File: src/rtl/pipe_stage_reg.sv
// Generic inter-stage pipeline latch: payload, valid and iterative-op carry,
// with stall/flush handling, stage state and saturating occupancy counters.
module pipe_stage_reg #(
  parameter int DATA_W  = 128,
  parameter int CARRY_W = 66,
  parameter int STALL_W = 6,
  parameter int STAGE   = 3,
  parameter int CNT_W   = 32
) (
  input  logic               clk,
  input  logic               Rst_n,
  input  logic [STALL_W-1:0] stall,
  input  logic               flush_i,
  input  logic               in_valid_i,
  input  logic [DATA_W-1:0]  in_data_i,
  input  logic [CARRY_W-1:0] carry_i,
  input  logic               cnt_clr_i,
  output logic               out_valid_o,
  output logic [DATA_W-1:0]  out_data_o,
  output logic [CARRY_W-1:0] carry_o,
  output logic [1:0]         state_o,
  output logic [CNT_W-1:0]   stall_cycles_o,
  output logic [CNT_W-1:0]   bubble_cnt_o,
  output logic [CNT_W-1:0]   flush_cnt_o
);

  // Handshake: there is no valid/ready pair here. in_valid_i qualifies
  // in_data_i; the stall vector is the only backpressure, and a stage
  // accepts new input exactly when its own stall bit is low.

  typedef enum logic [1:0] {
    ST_EMPTY = 2'd0,
    ST_FULL  = 2'd1,
    ST_HELD  = 2'd2
  } state_t;

  typedef enum logic [2:0] {
    ACT_RESET   = 3'd0,
    ACT_FLUSH   = 3'd1,
    ACT_BUBBLE  = 3'd2,
    ACT_ADVANCE = 3'd3,
    ACT_HOLD    = 3'd4
  } action_t;

  localparam logic [CNT_W-1:0] CNT_MAX = {CNT_W{1'b1}};

  logic    s_up;
  logic    s_dn;
  action_t action;
  state_t  state_q;

  // The last stage has no downstream stall bit, so a stall there is a bubble.
  generate
    if (STAGE >= STALL_W) begin : g_bad_stage
      $fatal(1, "pipe_stage_reg: STAGE must be below STALL_W");
      assign s_up = 1'b0;
      assign s_dn = 1'b0;
    end else if (STAGE == STALL_W - 1) begin : g_last_stage
      assign s_up = stall[STAGE];
      assign s_dn = 1'b0;
    end else begin : g_mid_stage
      assign s_up = stall[STAGE];
      assign s_dn = stall[STAGE+1];
    end
  endgenerate

  always_comb begin
    action = ACT_HOLD;
    if (Rst_n)
      action = ACT_RESET;
    else if (flush_i)
      action = ACT_FLUSH;
    else if (s_up && !s_dn)
      action = ACT_BUBBLE;
    else if (!s_up)
      action = ACT_ADVANCE;
    else
      action = ACT_HOLD;
  end

  function automatic logic [CNT_W-1:0] sat_inc(input logic [CNT_W-1:0] v);
    return (v == CNT_MAX) ? v : v + 1'b1;
  endfunction

  // Payload, valid, carry and stage state.
  always_ff @(posedge clk) begin
    case (action)
      ACT_RESET, ACT_FLUSH: begin
        out_valid_o <= 1'b0;
        out_data_o  <= '0;
        carry_o     <= '0;
        state_q     <= ST_EMPTY;
      end
      ACT_BUBBLE: begin
        out_valid_o <= 1'b0;
        out_data_o  <= '0;
        carry_o     <= carry_i;
        state_q     <= ST_EMPTY;
      end
      ACT_ADVANCE: begin
        out_valid_o <= in_valid_i;
        out_data_o  <= in_valid_i ? in_data_i : '0;
        carry_o     <= '0;
        state_q     <= in_valid_i ? ST_FULL : ST_EMPTY;
      end
      default: begin
        carry_o <= carry_i;
        state_q <= (state_q == ST_EMPTY) ? ST_EMPTY : ST_HELD;
      end
    endcase
  end

  // Occupancy counters depend only on the action, never on the payload.
  always_ff @(posedge clk) begin
    if (Rst_n || cnt_clr_i) begin
      stall_cycles_o <= '0;
      bubble_cnt_o   <= '0;
      flush_cnt_o    <= '0;
    end else begin
      case (action)
        ACT_FLUSH: flush_cnt_o <= sat_inc(flush_cnt_o);
        ACT_BUBBLE: begin
          bubble_cnt_o   <= sat_inc(bubble_cnt_o);
          stall_cycles_o <= sat_inc(stall_cycles_o);
        end
        ACT_HOLD: stall_cycles_o <= sat_inc(stall_cycles_o);
        default: ;
      endcase
    end
  end

  assign state_o = state_q;

endmodule

File: config.mk
export PLATFORM = sky130hd
export DESIGN_NAME = pipe_stage_reg
export DESIGN_NICKNAME = d
export VERILOG_FILES = /design/src/rtl/pipe_stage_reg.sv
export SDC_FILE = /design/constraint.sdc
export NUM_CORES = 1
export LEC_CHECK = 0
export ABC_AREA = 1
export CORE_AREA = 2 2 196 198
export CTS_CLUSTER_SIZE = 10
export DETAILED_ROUTE_END_ITERATION = 8
export DIE_AREA = 0 0 198 200
export PLACE_DENSITY = 0.66
export SYNTH_ARGS = -nofsm -noshare
export SYNTH_HDL_FRONTEND = slang
export SYNTH_SLANG_ARGS = --single-unit
File: constraint.sdc
create_clock -name clk -period 5.4 [get_ports clk]
set_clock_uncertainty 0.1 [all_clocks]
set_input_delay 0.81 -clock clk [delete_from_list [all_inputs] [get_ports clk]]
set_output_delay 0.81 -clock clk [all_outputs]
set_load 0.01 [all_outputs]
; Yosys cells after proc, flatten, opt, wreduce, memory -nomap -nowiden
; Index checks and enable logic that the tools add are counted.
[classes]
addsub = 3
multipliers = 0
div_mod_pow = 0
n_lt_le_gt_ge = 0
n_eq_ne = 7
n_shift = 0
n_mux = 10
bitwise_logic = 3
reduce_logical = 12
[ops]
columns = operator, count
row1 = one-hot mux 128 bit (2 select lines), 1
row2 = 2-to-1 mux 128 bit, 1
row3 = adder 32 x 1 -> 32 bit (second input constant), 3
row4 = equality test 32 bit (second input constant), 3
row5 = 2-to-1 mux 3 bit, 4
row6 = equality test 3 x 2 -> 1 bit (second input constant), 2
row7 = AND reduction 2 bit, 3
row8 = OR reduction 3 bit, 2
row9 = one-hot mux 2 bit (2 select lines), 1
row10 = equality test 3 x 1 -> 1 bit (second input constant), 1
row11 = equality test 3 bit (second input constant), 1
row12 = logical NOT 3 bit, 1
row13 = inverter 1 bit, 3
row14 = logical NOT 2 bit, 1
row15 = 2-to-1 mux 2 bit, 1
row16 = one-hot mux 1 bit (2 select lines), 1
row17 = nonzero test 2 bit, 1
row18 = OR reduction 2 bit, 1
row19 = logical AND 1 bit, 1
row20 = logical NOT 1 bit, 1
row21 = logical OR 1 bit, 1
row22 = 2-to-1 mux 1 bit, 1
[totals]
ff_bits = 293
latch_bits = 0
ramBits = 0
romBits = 0
out_inout_bits = 293
word_cells = 42
n_memories = 0

; Longest topological paths before layout
; Gate-level depths: netlist of run 1.
[logic_depth]
depth_word = 8
mapped_depth = 11

; Worst setup path before layout of run 1
; Ideal clock, no wire load.
[synth_path]
path_kind = input -> register
start = in Rst_n
end = reg out_data_o[0] (enable)
setup_ns = 1.125
arrival_time_ns = 3.287
setup_slack_ns = 0.887
cell_stages = 4
cell_sequence = nor2_4 nand2_4 inv_2 nand2_1
[synth_between]
elab_chain_len = 4
elab_cells_between_ends = 7
[synth_rtl]
columns = element, line_no
row1 = from (decl), 11  ; input logic Rst_n,
row2 = 2-to-1 mux 3 bit (*), 69  ; if (Rst_n)
row3 = "equality test 3 x 1 -> 1 bit, or another cell as far along", 87  ; case (action)
row4 = OR reduction 3 bit (no source line), -
row5 = nonzero test 2 bit (no source line) (*), -
row6 = to (signal assigned), 102  ; out_data_o <= in_valid_i ? in_data_i : '0;
row7 = to (decl), 19  ; output logic [DATA_W-1:0] out_data_o,
; Mark *: on every way between the ends. The rest lies on a longest branch, timed or not.
; A chain may end at the register's enable or synchronous reset.

; Worst setup path in the final report of run 1
[layout_path]
start = in Rst_n
end = reg out_data_o[36] (enable)
; The elaborated chain is that of the path after synthesis.

==> impl_results.md, run 1 <==
- Status: completed
- Gr ovfl total: 0
- Seq cells post-synth: 293
- Fmax achieved: ~0.32 GHz
- Cell total after placement: 2549
- CTS Hold Bufs: 0
- Commonest non-fill, non-tap cells in the layout: 493 x clkdlybuf4s50_1, 415 x nor2_1, 279 x inv_1, 275 x nand2_1, 164 x dfxtp_1
- Synth cell types: 29
- Combinational family with the most area after synthesis: simple AND/OR/NAND/NOR gates
- Area growth syn-to-layout: 50.5%
- Worst slew pin tran: ~0.93 ns
- Synth Area in Adders: less than 1%
- Filler cells: 3522
- Hold Path Class: reg2reg
- CTS tree: built
- Worst slew margin: 37.9%
- Hold Vio Cnt, Final: 0
- Fin crit period: 3.11 ns
- Total negative slack: 0 ns
- Initial antenna violation count: 0
- Startpoint Class: primary input
- IO buf count: roughly 500
- Vias in the first global route: 10900
- Worst-path clk slew: 0.05 ns
- Synth Area in Compound Gates: 2.87%
- Synth Instances: 1582
- Wirelength, routed: 41200 µm
- Commonest non-fill, non-tap cell in the layout: clkdlybuf4s50_1
- Iter 0 DRT Violations: 525
- Clk sinks: 293
- # IOs: 498
- Worst path required time: 5.51 ns
- Proportion of synthesized area in mux cells: 0%
- Die Y: 200 µm
- Synth Area in Simple Gates: a little under a third
- Wirelength per Cell: around 16 µm
- Row cnt: a little over 70
- Area taken by multi-input logic gates: 4380 µm²
- Core ar.: around 37000 µm²
- Clock Tree Root: clkbuf_16
- Nets: 2285
- Cell Area, Synth: 12800 µm²
- Hpwl dp: 31100 µm
- Synth Area in XOR/XNOR: 0.682%
- WS Path Type: in2reg
- Clk buf depth: 3
- Final Wtd Congestion: 0.928
- Htree depth: 2
- CP arrival: between 3 and 4 ns
- Syn Nets: roughly 1800
- Clock Latency Late Sink: 0.55 ns
- GRT Total Usage: 19.7%
- Leakage: around 8 nW
- ANT cells: 0
- RSZ-0062 raised after global routing: false
- Die area: 39600 µm²
- Residual DRC: 0
- Postcts setup bufs: 0
- Non-Filler Instances: 2610
- First-pass GRT wire length: between 60000 and 70000 µm
- Share of cells above drive strength 1: 5.96%
- Final setup fails: 0
- PD cells: 260 nW/µm²
- Syn. warnings: 0
- Max-Cap Viols: 0
- Seq. cell area: 7160 µm²
- Largest net degree at the start of global routing: 81
- VDD IR-drop max: 0.218 mV
- Setup crit end kind: flop
- Die Width: ~200 µm
- CTS resizes: 0
- Vias post-DR: 11700
- Final Slew Violations: 0
- Tcrit/Tclk final: 57.6%
- CP max FO: 70
- TritonCTS Buffers: 37
- Pre-antenna DRT Iters: 7
- Starting Density: 34.3%
- ANT nets after route: 0
- Drt via density: 4.48
- Post-Syn Area per Cell: 8.11 µm²
- Sequential share of the synthesized area: 55.8%
- Total power: approximately 5 mW
==> power by group <==
group | switching, mW | leakage, nW | internal, mW
registers | 0.0168 | 2.86 | 2.36
clock network | 0.933 | 0.531 | 1.31
logic | 0.164 | 4.62 | 0.242
==> Yosys cell counts (all sizes together) <==
master | instances | area (µm²)
a21oi | 67 | 335
buf | 22 | 185
a31oi | 2 | 12.5
and2 | 3 | 18.8
o21ai | 4 | 20.0
nor3 | 9 | 45.0
dfxtp | 164 | 3280
nand3b | 6 | 57.6
xnor2 | 3 | 26.3
nor2 | 443 | 1810
xor2 | 7 | 61.3
clkbuf | 20 | 75.1
inv | 284 | 1070
nand4 | 30 | 188
nand3 | 93 | 576
ha | 3 | 37.5
edfxtp | 129 | 3870
nand2 | 293 | 1170
==> area by class of cell <==
cell class	instances	share of cell area [%]
tap	511	3.31
inverter	284	5.52
sequential	293	37.0
timing repair buffer	498	25.9
clock buffer	52	5.24
multi-input combinational	963	22.7
clock inverter	9	0.363
==> worst max-delay path, cell delays in order <==
cell and delay [ns]:
clkdlybuf4s50_1 0.59, nor2_4 0.10, nand2_4 0.56, inv_2 0.27
nand2_4 0.37, buf_4 0.44
==> through the flow <==
step	cell area (µm²)	utilization, %	hold slack [ns]	setup slack [ns]
finish	19300	51.7	0.370	2.29
global route	19300	51.7	0.396	2.09
CTS	19300	51.7	0.377	2.25
detailed placement	18200	48.8	0.372	1.67
global placement	18200	48.8	0.357	1.70
floorplan	12800	-	0.397	0.887
==> routing by layer <==
| layer | up-vias | wire (µm) | GRT usage, % |
|---|---|---|---|
| li1 | 5863 | - | - |
| met4 | 0 | 919 | 5.32 |
| met3 | 46 | 4190 | 7.63 |
| met1 | 5350 | 15900 | 22.5 |
| met5 | - | 0 | 0 |
| met2 | 435 | 20200 | 34.6 |
==> state kept, by name, summed over array words and instances, names as in the netlist <==
signal / cells
out_valid_o: 1
out_data_o: 128
stall_cycles_o: 32
state_o: 2
flush_cnt_o: 32
bubble_cnt_o: 32
carry_o: 66
==> final timing paths <==
path | to | startpoint | cells after the start | slack, ns
worst min register to register | state_o[1]$_DFF_P_ | state_o[0]$_DFF_P_ | 2 | 0.37
worst max-delay path | out_data_o[36]$_SDFFCE_PN0P_ | Rst_n | 6 | 2.29
worst max register to register | bubble_cnt_o[29]$_SDFFE_PP0P_ | bubble_cnt_o[1]$_SDFFE_PP0P_ | 10 | 3.21
worst min-delay path | state_o[1]$_DFF_P_ | state_o[0]$_DFF_P_ | 2 | 0.37
==> cells by family (layout without fill, tap and decap cells) <==
kind of cell / after synthesis / in the layout
AND/OR/NAND/NOR: 877 / 877
XOR/XNOR: 10 / 10
buffers and inverters: 326 / 843
AO/OA/AOI/OAI: 73 / 73
flip-flops: 293 / 293
adder cells (fa/ha/maj): 3 / 3
(Power assumes the default switching activity.)
==> run 2, diff against run 1 <==
==> constraint.sdc (replaced) <==
create_clock -name clk -period 3 [get_ports clk]
set_clock_uncertainty 0.1 [all_clocks]
set_input_delay 0.45 -clock clk [delete_from_list [all_inputs] [get_ports clk]]
set_output_delay 0.45 -clock clk [all_outputs]
set_load 0.01 [all_outputs]
==> run 2 against run 1 <==
Compared with the run above:
- hold slack worse by 0.037 ns
- via count decreased by 0.14%
- register-to-register slack worse by 2.4 ns
- power is 81% higher
- sequential power is 80% higher
- non-clock buffer count rose by 8
- combinational power increased by 83%
- sequential cell count did not move
- setup slack got worse by 1.5 ns
- first-iteration DRC count increased by 11%
==> impl_results.md, run 2 (same netlist as run 1, synthesis figures left out) <==
- Commonest non-fill, non-tap cells in the layout: 493 x clkdlybuf4s50_1, 415 x nor2_1, 279 x inv_1, 275 x nand2_1, 164 x dfxtp_1 (unchanged)
- GRT Total Usage: 20.3% (was 19.7%)
- Htree depth: 2 (unchanged)
- Setup crit end kind: primary output (was flop)
- Clock Latency Late Sink: 0.54 ns (was 0.55 ns)
- Placed Instance Area: 18300 µm² (was 18200 µm²)
- Die area: 39600 µm² (unchanged)
- # IOs: 498 (unchanged)
- Seq. cell area: 7160 µm² (unchanged)
- PD cells: 469 nW/µm² (was 260 nW/µm²)
- Slowest stage delay, CP: 0.69 ns (was 0.59 ns)
- Max-Cap Viols: 0 (unchanged)
- RSZ-0062 raised after global routing: false (unchanged)
- Residual DRC: 0 (unchanged)
- Commonest non-fill, non-tap cell in the layout: clkdlybuf4s50_1 (unchanged)
- CTS Hold Bufs: 0 (unchanged)
- Pre-antenna DRT Iters: 6 (was 7)
- ANT nets after route: 0 (unchanged)
- Core ar.: 37400 µm² (unchanged)
- Biggest register: out_data_o (unchanged)
- Nets: 2293 (was 2285)
- Filler cells: 3444 (was 3522)
- Postcts setup bufs: 0 (unchanged)
- Fin crit period: 2.25 ns
- CTS tree: built (unchanged)
- Total power: 9.11 mW (was 5.02 mW)
- Wirelength, routed: 42100 µm (was 41200 µm)
- Worst path required time: 2.45 ns (was 5.51 ns)
- Hold Path Class: in2reg (was reg2reg)
- TritonCTS Buffers: 37 (unchanged)
- Status: completed (unchanged)
- Area growth syn-to-layout: 51.2% (was 50.5%)
- Initial antenna violation count: 1 (was 0)
- Largest net degree at the start of global routing: 67 (was 81)
- Clk sinks: 293 (unchanged)
- Bufs and invs on worst path: 1 (was 3)
- Final Wtd Congestion: 0.913 (was 0.928)
- Tcrit/Tclk final: 75.1%
- CP Cell Sequence: clkdlybuf4s50_1 (was clkdlybuf4s50_1 > nor2_4 > nand2_4 > inv_2 > nand2_4 > buf_4)
- Final Slew Violations: 0 (unchanged)
- Drt via density: 4.47 (was 4.48)
- Startpoint Class: flop (was primary input)
- Worst-path clk slew: 0.05 ns (about the same)
- Fmax achieved: 0.444 GHz
- Area taken by multi-input logic gates: 4390 µm² (was 4380 µm²)
- Iter 0 DRT Violations: 582 (was 525)
- WS Path Type: reg2out (was in2reg)
- Leakage: 8.04 nW (was 8.01 nW)
- Fin area: 19400 µm² (was 19300 µm²)
- Starting Density: 34.3% (unchanged)
- VDD IR-drop max: 0.366 mV (was 0.218 mV)
- Largest registers: out_data_o (128), carry_o (66) (unchanged)
- Gr ovfl total: 0 (unchanged)
- Die Width: 198 µm (unchanged)
- ANT cells: 0 (unchanged)
- Fin worst setup slack: 0.748 ns (was 2.29 ns)
- Master of the slowest instance on the critical path: clkdlybuf4s50_1 (unchanged)
- Row cnt: 71 (unchanged)
- CP max FO: 7 (was 70)
- Hpwl dp: 31900 µm (was 31100 µm)
- Worst slack at placement: 0.345 ns (was 1.67 ns)
- CP arrival: 1.70 ns (was 3.21 ns)
- First-pass GRT wire length: 61400 µm (was 60300 µm)
- CTS resizes: 0 (unchanged)
- Die Y: 200 µm (unchanged)
- IO buf count: 493 (unchanged)
- CP top delay family: buffers and inverters (unchanged)
- Final setup fails: 0 (unchanged)
- Share of cells above drive strength 1: 6.28% (was 5.96%)
- Worst slew pin tran: 0.696 ns (was 0.931 ns)
- Hold Vio Cnt, Final: 0 (unchanged)
- Total negative slack: 0 ns (unchanged)
- Wirelength per Cell: 16.1 µm (was 15.8 µm)
- Vias post-DR: 11700 (about the same)
- Clk buf depth: 3 (unchanged)
- Largest register FFs: 128 (unchanged)
- Vias in the first global route: 11000 (was 10900)
- Worst slew margin: 53.6% (was 37.9%)
- Clock Tree Root: clkbuf_16 (unchanged)
-- run 2: cell type report --
cell class	instances	share of cell area, %
Clock inverter	6	0.335
Tap cell	511	3.30
Clock buffer	51	5.25
Multi-Input combinational cell	963	22.6
Timing Repair Buffer	506	26.1
Inverter	284	5.49
Sequential cell	293	36.9
-- run 2: per-stage QoR --
stage               utilization (%)  hold slack, ns  instances
floorplan                         -           0.397       1582
global placement               49.0           0.357       2557
detailed placement             49.0           0.374       2557
CTS                            51.9           0.288       2614
global route                   51.9           0.303       2614
finish                         51.9           0.333       2614
-- run 2: worst paths after layout --
path	start	endpoint	slack [ns]	cells after the start
setup / recovery	bubble_cnt_o[12]$_SDFFE_PP0P_	bubble_cnt_o[12]	0.75	1
hold / removal	carry_i[46]	carry_o[46]$_SDFF_PP0_	0.33	3
setup reg to reg	bubble_cnt_o[0]$_SDFFE_PP0P_	bubble_cnt_o[29]$_SDFFE_PP0P_	0.78	10
hold reg to reg	state_o[0]$_DFF_P_	state_o[1]$_DFF_P_	0.37	2
-- run 2: per-layer routing --
layer	up-vias	share of wire, %	GRT usage, %
met5	-	0.031	0
met4	2	2.9	7.69
met1	5272	37	22.6
met3	75	11	7.98
met2	447	49	35.1
li1	5882	-	-
-- run 2: where the power goes --
| part | total (mW) | internal [mW] | leakage [nW] | switching (mW) |
|---|---|---|---|---|
| combinational | 0.743 | 0.440 | 4.65 | 0.302 |
| sequential | 4.28 | 4.25 | 2.86 | 0.0300 |
| clock | 4.08 | 2.44 | 0.528 | 1.65 |
| total | 9.11 | 7.13 | 8.04 | 1.98 |
